`src/rtl/program_loader.sv`:
```
// Byte-stream program loader: assembles big-endian byte pairs into words and writes them to program memory.
// Optional trailing XOR checksum byte is enabled with `define PROGRAM_LOADER_CHECKSUM_EN.
module program_loader #(
    parameter int                   RAM_WIDTH = 16,
    parameter int                   RAM_DEPTH = 2048,
    parameter logic [RAM_WIDTH-1:0] HALT_WORD = 16'h0000,
    localparam int                  ADDR_W    = (RAM_DEPTH > 1) ? $clog2(RAM_DEPTH) : 1
) (
    input  logic                 clka,
    input  logic                 rsta_n,
    input  logic                 start,
    input  logic [7:0]           rx_data,
    input  logic                 rx_valid,
    output logic                 rx_ready,
    output logic [ADDR_W-1:0]    wr_addr,
    output logic [RAM_WIDTH-1:0] wr_data,
    output logic                 wr_en,
    output logic                 busy,
    output logic                 done,
    output logic                 overflow,
    output logic [ADDR_W:0]      word_count,
    output logic                 chk_err
);

    localparam logic [ADDR_W-1:0] LAST_ADDR = ADDR_W'(RAM_DEPTH - 1);

    typedef enum logic [2:0] {
        S_IDLE,
        S_HI,
        S_LO,
        S_WRITE,
`ifdef PROGRAM_LOADER_CHECKSUM_EN
        S_CHK,
`endif
        S_DONE
    } state_t;

    state_t                 r_state;
    logic [ADDR_W-1:0]      r_addr;
    logic [7:0]             r_hi;
    logic [ADDR_W-1:0]      r_wrAddr;
    logic [RAM_WIDTH-1:0]   r_wrData;
    logic                   r_wrEn;
    logic                   r_busy;
    logic                   r_done;
    logic                   r_overflow;
    logic [ADDR_W:0]        r_wordCount;
    logic                   w_xfer;
    logic                   w_isHalt;
    logic                   w_lastAddr;

`ifdef PROGRAM_LOADER_CHECKSUM_EN
    logic [7:0]             r_xor;
    logic                   r_chkErr;

    assign rx_ready = (r_state == S_HI) || (r_state == S_LO) || (r_state == S_CHK);
    assign chk_err  = r_chkErr;
`else
    assign rx_ready = (r_state == S_HI) || (r_state == S_LO);
    assign chk_err  = 1'b0;
`endif

    assign w_xfer     = rx_valid && rx_ready;
    assign w_isHalt   = (r_wrData == HALT_WORD);
    assign w_lastAddr = (r_addr == LAST_ADDR);

    assign wr_addr    = r_wrAddr;
    assign wr_data    = r_wrData;
    assign wr_en      = r_wrEn;
    assign busy       = r_busy;
    assign done       = r_done;
    assign overflow   = r_overflow;
    assign word_count = r_wordCount;

    // The write port registers are loaded on the low-byte transfer so the
    // strobe lands in WRITE and address/data stay put between writes.
    always_ff @(posedge clka or negedge rsta_n) begin
        if (!rsta_n) begin
            r_state     <= S_IDLE;
            r_addr      <= '0;
            r_hi        <= '0;
            r_wrAddr    <= '0;
            r_wrData    <= '0;
            r_wrEn      <= 1'b0;
            r_busy      <= 1'b0;
            r_done      <= 1'b0;
            r_overflow  <= 1'b0;
            r_wordCount <= '0;
`ifdef PROGRAM_LOADER_CHECKSUM_EN
            r_xor       <= '0;
            r_chkErr    <= 1'b0;
`endif
        end else begin
            r_wrEn <= 1'b0;
            case (r_state)
                S_IDLE, S_DONE: begin
                    if (start) begin
                        r_addr      <= '0;
                        r_wordCount <= '0;
                        r_done      <= 1'b0;
                        r_overflow  <= 1'b0;
                        r_busy      <= 1'b1;
`ifdef PROGRAM_LOADER_CHECKSUM_EN
                        r_xor       <= '0;
                        r_chkErr    <= 1'b0;
`endif
                        r_state     <= S_HI;
                    end
                end
                S_HI: begin
                    if (w_xfer) begin
                        r_hi    <= rx_data;
`ifdef PROGRAM_LOADER_CHECKSUM_EN
                        r_xor   <= r_xor ^ rx_data;
`endif
                        r_state <= S_LO;
                    end
                end
                S_LO: begin
                    if (w_xfer) begin
                        r_wrData <= {r_hi, rx_data};
                        r_wrAddr <= r_addr;
                        r_wrEn   <= 1'b1;
`ifdef PROGRAM_LOADER_CHECKSUM_EN
                        r_xor    <= r_xor ^ rx_data;
`endif
                        r_state  <= S_WRITE;
                    end
                end
                S_WRITE: begin
                    r_wordCount <= r_wordCount + (ADDR_W+1)'(1);
                    if (w_isHalt) begin
`ifdef PROGRAM_LOADER_CHECKSUM_EN
                        r_state <= S_CHK;
`else
                        r_busy  <= 1'b0;
                        r_done  <= 1'b1;
                        r_state <= S_DONE;
`endif
                    end else if (w_lastAddr) begin
                        r_overflow <= 1'b1;
                        r_busy     <= 1'b0;
                        r_done     <= 1'b1;
                        r_state    <= S_DONE;
                    end else begin
                        r_addr  <= r_addr + ADDR_W'(1);
                        r_state <= S_HI;
                    end
                end
`ifdef PROGRAM_LOADER_CHECKSUM_EN
                S_CHK: begin
                    if (w_xfer) begin
                        r_chkErr <= (rx_data != r_xor);
                        r_busy   <= 1'b0;
                        r_done   <= 1'b1;
                        r_state  <= S_DONE;
                    end
                end
`endif
                default: begin
                    r_busy  <= 1'b0;
                    r_state <= S_IDLE;
                end
            endcase
        end
    end

endmodule

```
`config.mk`:
```
export PLATFORM = sky130hd
export DESIGN_NAME = program_loader
export DESIGN_NICKNAME = d
export VERILOG_FILES = /design/src/rtl/program_loader.sv
export SDC_FILE = /design/constraint.sdc
export NUM_CORES = 1
export LEC_CHECK = 0
export BUFFER_PORTS_ARGS = -buffer_cell sky130_fd_sc_hd__buf_2
export CORE_UTILIZATION = 41
export DETAILED_ROUTE_END_ITERATION = 10
export PLACE_DENSITY = 0.61
export SLEW_MARGIN = 40
export SYNTH_ARGS = -nofsm -noshare
export SYNTH_HDL_FRONTEND = slang
export SYNTH_SLANG_ARGS = --single-unit
```
`constraint.sdc`:
```
create_clock -name clka -period 2.2 [get_ports clka]
set_clock_uncertainty 0.1 [all_clocks]
set_input_delay 0.66 -clock clka [delete_from_list [all_inputs] [get_ports clka]]
set_output_delay 0.66 -clock clka [all_outputs]
set_load 0.05 [all_outputs]
```
# Word-level counts from Yosys, hierarchy flattened
# Cells that the tools add are included.
[op_classes]
mux = 24
n_eq_ne = 12
reduce_logical = 15
n_addsub = 2
bitwise = 1
[ops]
columns = ["cell", "n"]
rows = [
  ["$mux 11", 3],
  ["$pmux 12 s2", 1],
  ["$pmux 11 s2", 1],
  ["$logic_not 16->1", 1],
  ["$mux 3", 5],
  ["$add 12x1->12 const B", 1],
  ["$mux 12", 1],
  ["$ne 2x2->1 const B", 6],
  ["$pmux 3 s4", 1],
  ["$add 11x1->11 const B", 1],
  ["$eq 11x11->1 const B", 1],
  ["$mux 1", 9],
  ["$reduce_and 3->1", 3],
  ["$reduce_and 4->1", 2],
  ["$eq 3x2->1 const B", 2],
  ["$reduce_and 2->1", 3],
  ["$pmux 1 s2", 2],
  ["$reduce_or 2->1", 2],
  ["$eq 3x1->1 const B", 1],
  ["$eq 3x3->1 const B", 1],
  ["$logic_not 3->1", 1],
  ["$ne 3x3->1 const B", 1],
  ["$pmux 1 s3", 1],
  ["$reduce_bool 2->1", 1],
  ["3 further kinds", 3],
]
[totals]
ff_bits = 65
out_inout_bits = 45
word_cells = 64

# Depth between registers and ports, before layout
[logic_depth]
word_depth = 5
mapped_depth = 7
mapped_depth_nobuf = 6

# Worst setup path before layout
# Ideal clock, no wire load.
[synth_timing]
path_kind = "flip-flop to output port"
startpoint = "reg r_state[0]"
endpoint = "out rx_ready"
path_stages_with_launch = 4
path_slack_ns = -0.047
n_path_buf = 1
t_arrival_ns = 1.487
required_time_ns = 1.440
cell_sequence = "dfrtp_1 -> buf_4 -> nand2b_1 -> a21oi_1"
[synth_between]
elab_chain_len = 2
elab_cells_between_ends = 3
cone_classes = "eq/ne: 2; reduce/logical: 1"
[synth_lines]
columns = ["element", "line_no", "text"]
rows = [
  ["from (decl)", "38", "state_t r_state;"],
  ["from (signal assigned)", "79", "r_state <= S_IDLE;"],
  ["from (signal assigned)", "107", "r_state <= S_HI;"],
  ["from (signal assigned)", "116", "r_state <= S_LO;"],
  ["$eq 3x1->1 or $eq 3x2->1 (tied branches)", "59", "assign rx_ready = (r_state == S_HI) || (r_state == S_LO);"],
  ["$logic_or 1x1->1 (*)", "59", ""],
  ["to (decl)", "14", "output logic rx_ready,"],
]
# Mark *: on every way between the ends. The rest lies on a longest branch, timed or not.

# Final worst setup path
# Same ends and word-level chain as after synthesis.

==> flow_summary.toml <==
[place]
gp_congestion = 0.738
dp_cells = 380
place_hpwl_mm = 3.84
place_area_um2 = 3320
port_buffers = 55

[yosys]
synth_edf_count = 0
synth.distinct_cells = 47
synth_nets = 249
synth_seq_cells = 65
synthArstFlopShare = 1.00
netlist_instances = 235
avgSynthCellArea_um2 = 12.5
yosys-top-cells-count = "65 x dfrtp_1, 34 x mux2_2, 25 x nand2_1"
netlist_top_cells_area = "dfrtp_1 55%, mux2_2 13%, nand2_1 3.2%"
yosysTopAreaCell = "dfrtp_1"
ys_warn_count = 0
ys.flop_type = "dfrtp_1"
synth_top_cell_area_share = 0.555
yosysMostFrequentCell = "dfrtp_1"
netlist_area_um2 = 2930
ys_seq_area_frac = 0.555

[clock_network]
cts_tree = "done"
clkLatencyLatePin_ns = 0.33
path_clk_slew_ns = 0.07
htreeDepth = 3
clock-sinks = 65
clockRootBuffer = "clkbuf_8"
cts_hold_buf = 0
max-clock-path-buffers = 2
numCtsBuffers = 9

[global_route]
grt_pass1_vias = 2022
track_usage = 0.170
antenna_found_initial = 0
grt_pass1_wl_mm = 9.76
grt-ovfl-total = 0
grt_start_max_net_pins = 66

[detailed_routing]
dr_total_vias = 2057
ant_nets = 0
drt_iter0_markers = 110
wl_mm = 5.64
wl_per_cell_um = 14.2
drcViolationCount = 0
dr.pass1.iters = 4
viasPerCell = 5.17

[cells_and_area]
drive_gt1_frac = 0.430
finalInstanceArea_um2 = 3580
area_growth_syn_to_layout_pct = 21.9
diodes = 0
final_nets = 311
instances_no_fill = 398

[timing]
maxSlewViolCount = 0
fin_crit_ns = 2.11
fin_tns_setup_ns = 0
finalHoldViolCount = 0
post-route-period-util = 0.957
hold_ws_ns = 0.228
timing.fmax_ghz = 0.475
rsz0062_at_grt = "false"
setup_viol = 0

[floorplanning]
num_io_pins = 57
die_w_um = 86.6
dieArea_um2 = 7500
fp.dieH_um = 86.6
initial_core_util = 0.427
rows = 30
coreArea_um2 = 6870

[critical_path]
required_ns = 1.44
critical_path_class = "flop to primary output"
r2r_cells = 6
crit_arrival_ns = 1.35
crit_fanout = 9
cp-end-kind = "primary output"
cp-start-kind = "flop"

[run]
cap_violations = 0

[outcome]
status = "completed"

[power]
leakagePower_uw = 0.00171
power_uw = 4820
vdd_ir_drop_max_v = 0.000988
power.density_nw_per_um2 = 1350

[worst_hold_path]
hold_class = "input pin to asynchronous set/reset pin"
## metal layers
layer | global-route usage | wire length (um) | up-vias
li1 | - | - | 984
met1 | 0.225 | 2620 | 1007
met2 | 0.260 | 2630 | 59
met3 | 0.0543 | 327 | 7
met4 | 0.0682 | 65 | 0
met5 | 0 | 0 | -
## area by class of cell
cell class | instances | area, um2
well taps | 96 | 120
clock inverters | 5 | 77.6
flip-flops and latches | 65 | 1630
clock buffers | 11 | 151
multi-input cells | 156 | 1230
repair buffers | 62 | 355
fillers | 645 | 3290
inverters | 3 | 11.3
## logic make-up (layout without fill, tap and decap cells)
| group | count (synthesis) | count (layout) | share of synthesized area |
|---|---|---|---|
| DFF | 65 | 65 | 0.555 |
| adders and majority gates | 2 | 2 | 0.00853 |
| xor gates and xnor gates | 3 | 3 | 0.00896 |
| muxes | 39 | 39 | 0.148 |
| and+or+nand+nor | 75 | 75 | 0.168 |
| other | 1 | 1 | 0.00128 |
| AOI/OAI and AO/OA | 36 | 36 | 0.0798 |
| buffers and inverters | 14 | 81 | 0.0311 |
## final timing paths
check,endpoint,slack (ns),startpoint
worst max register to register,r_addr[7],0.20,r_addr[0]
worst max-delay path,rx_ready,0.09,r_state[0]
worst min register to register,word_count[11],0.37,word_count[11]
min in group clka,word_count[11],0.37,word_count[11]
worst min-delay path,word_count[4],0.23,rsta_n
max in group asynchronous,r_state[0],1.49,rsta_n
## registers in the layout (all words and copies together) (netlist names)
name / flops
busy: 1
done: 1
overflow: 1
r_addr: 11
r_hi: 8
r_state: 3
word_count: 12
wr_addr: 11
wr_data: 16
wr_en: 1
## critical path: stages (launching register included)
cell and delay, ns:
dfrtp_2 0.49, nand2b_4 0.19, a21oi_2 0.13, buf_4 0.21
## cells in the final DEF (no fill, tap or decap), types with 3 or more instances in the layout
cell type  instances
o31ai_1            7
nand2_1           25
or4_1              3
mux2_2            34
buf_4              6
o21ai_0           11
buf_2             54
o211ai_1           4
nor2_1             7
nand3_1            8
clkbuf_8          11
mux2i_1            4
a21oi_1            5
o41ai_1            3
inv_1              3
dfrtp_1           63
nor4_1             4
nand4_1            6
## where the power goes
group | switching, uW | total [uW] | internal (uW)
combinational | 1290 | 1900 | 608
sequential | 258 | 1780 | 1520
clock | 446 | 1140 | 696
total | 1990 | 4820 | 2820
## through the flow
stage	utilization	setup WS, ns
final	0.521	0.0936
after global routing	0.521	0.0233
after CTS	0.518	0.0527
after detailed placement	0.483	0.215
after global placement	0.483	0.259
after floorplan	-	0.245
## repair_timing
item	4_1_cts	5_1_grt
setup buffers	0	2
hold endpoints to repair	0	0
endpoints found under the setup margin	1	1
cloned	0	0
gates resized for setup	4	0
Note: power is estimated with default switching activity, not from simulation.
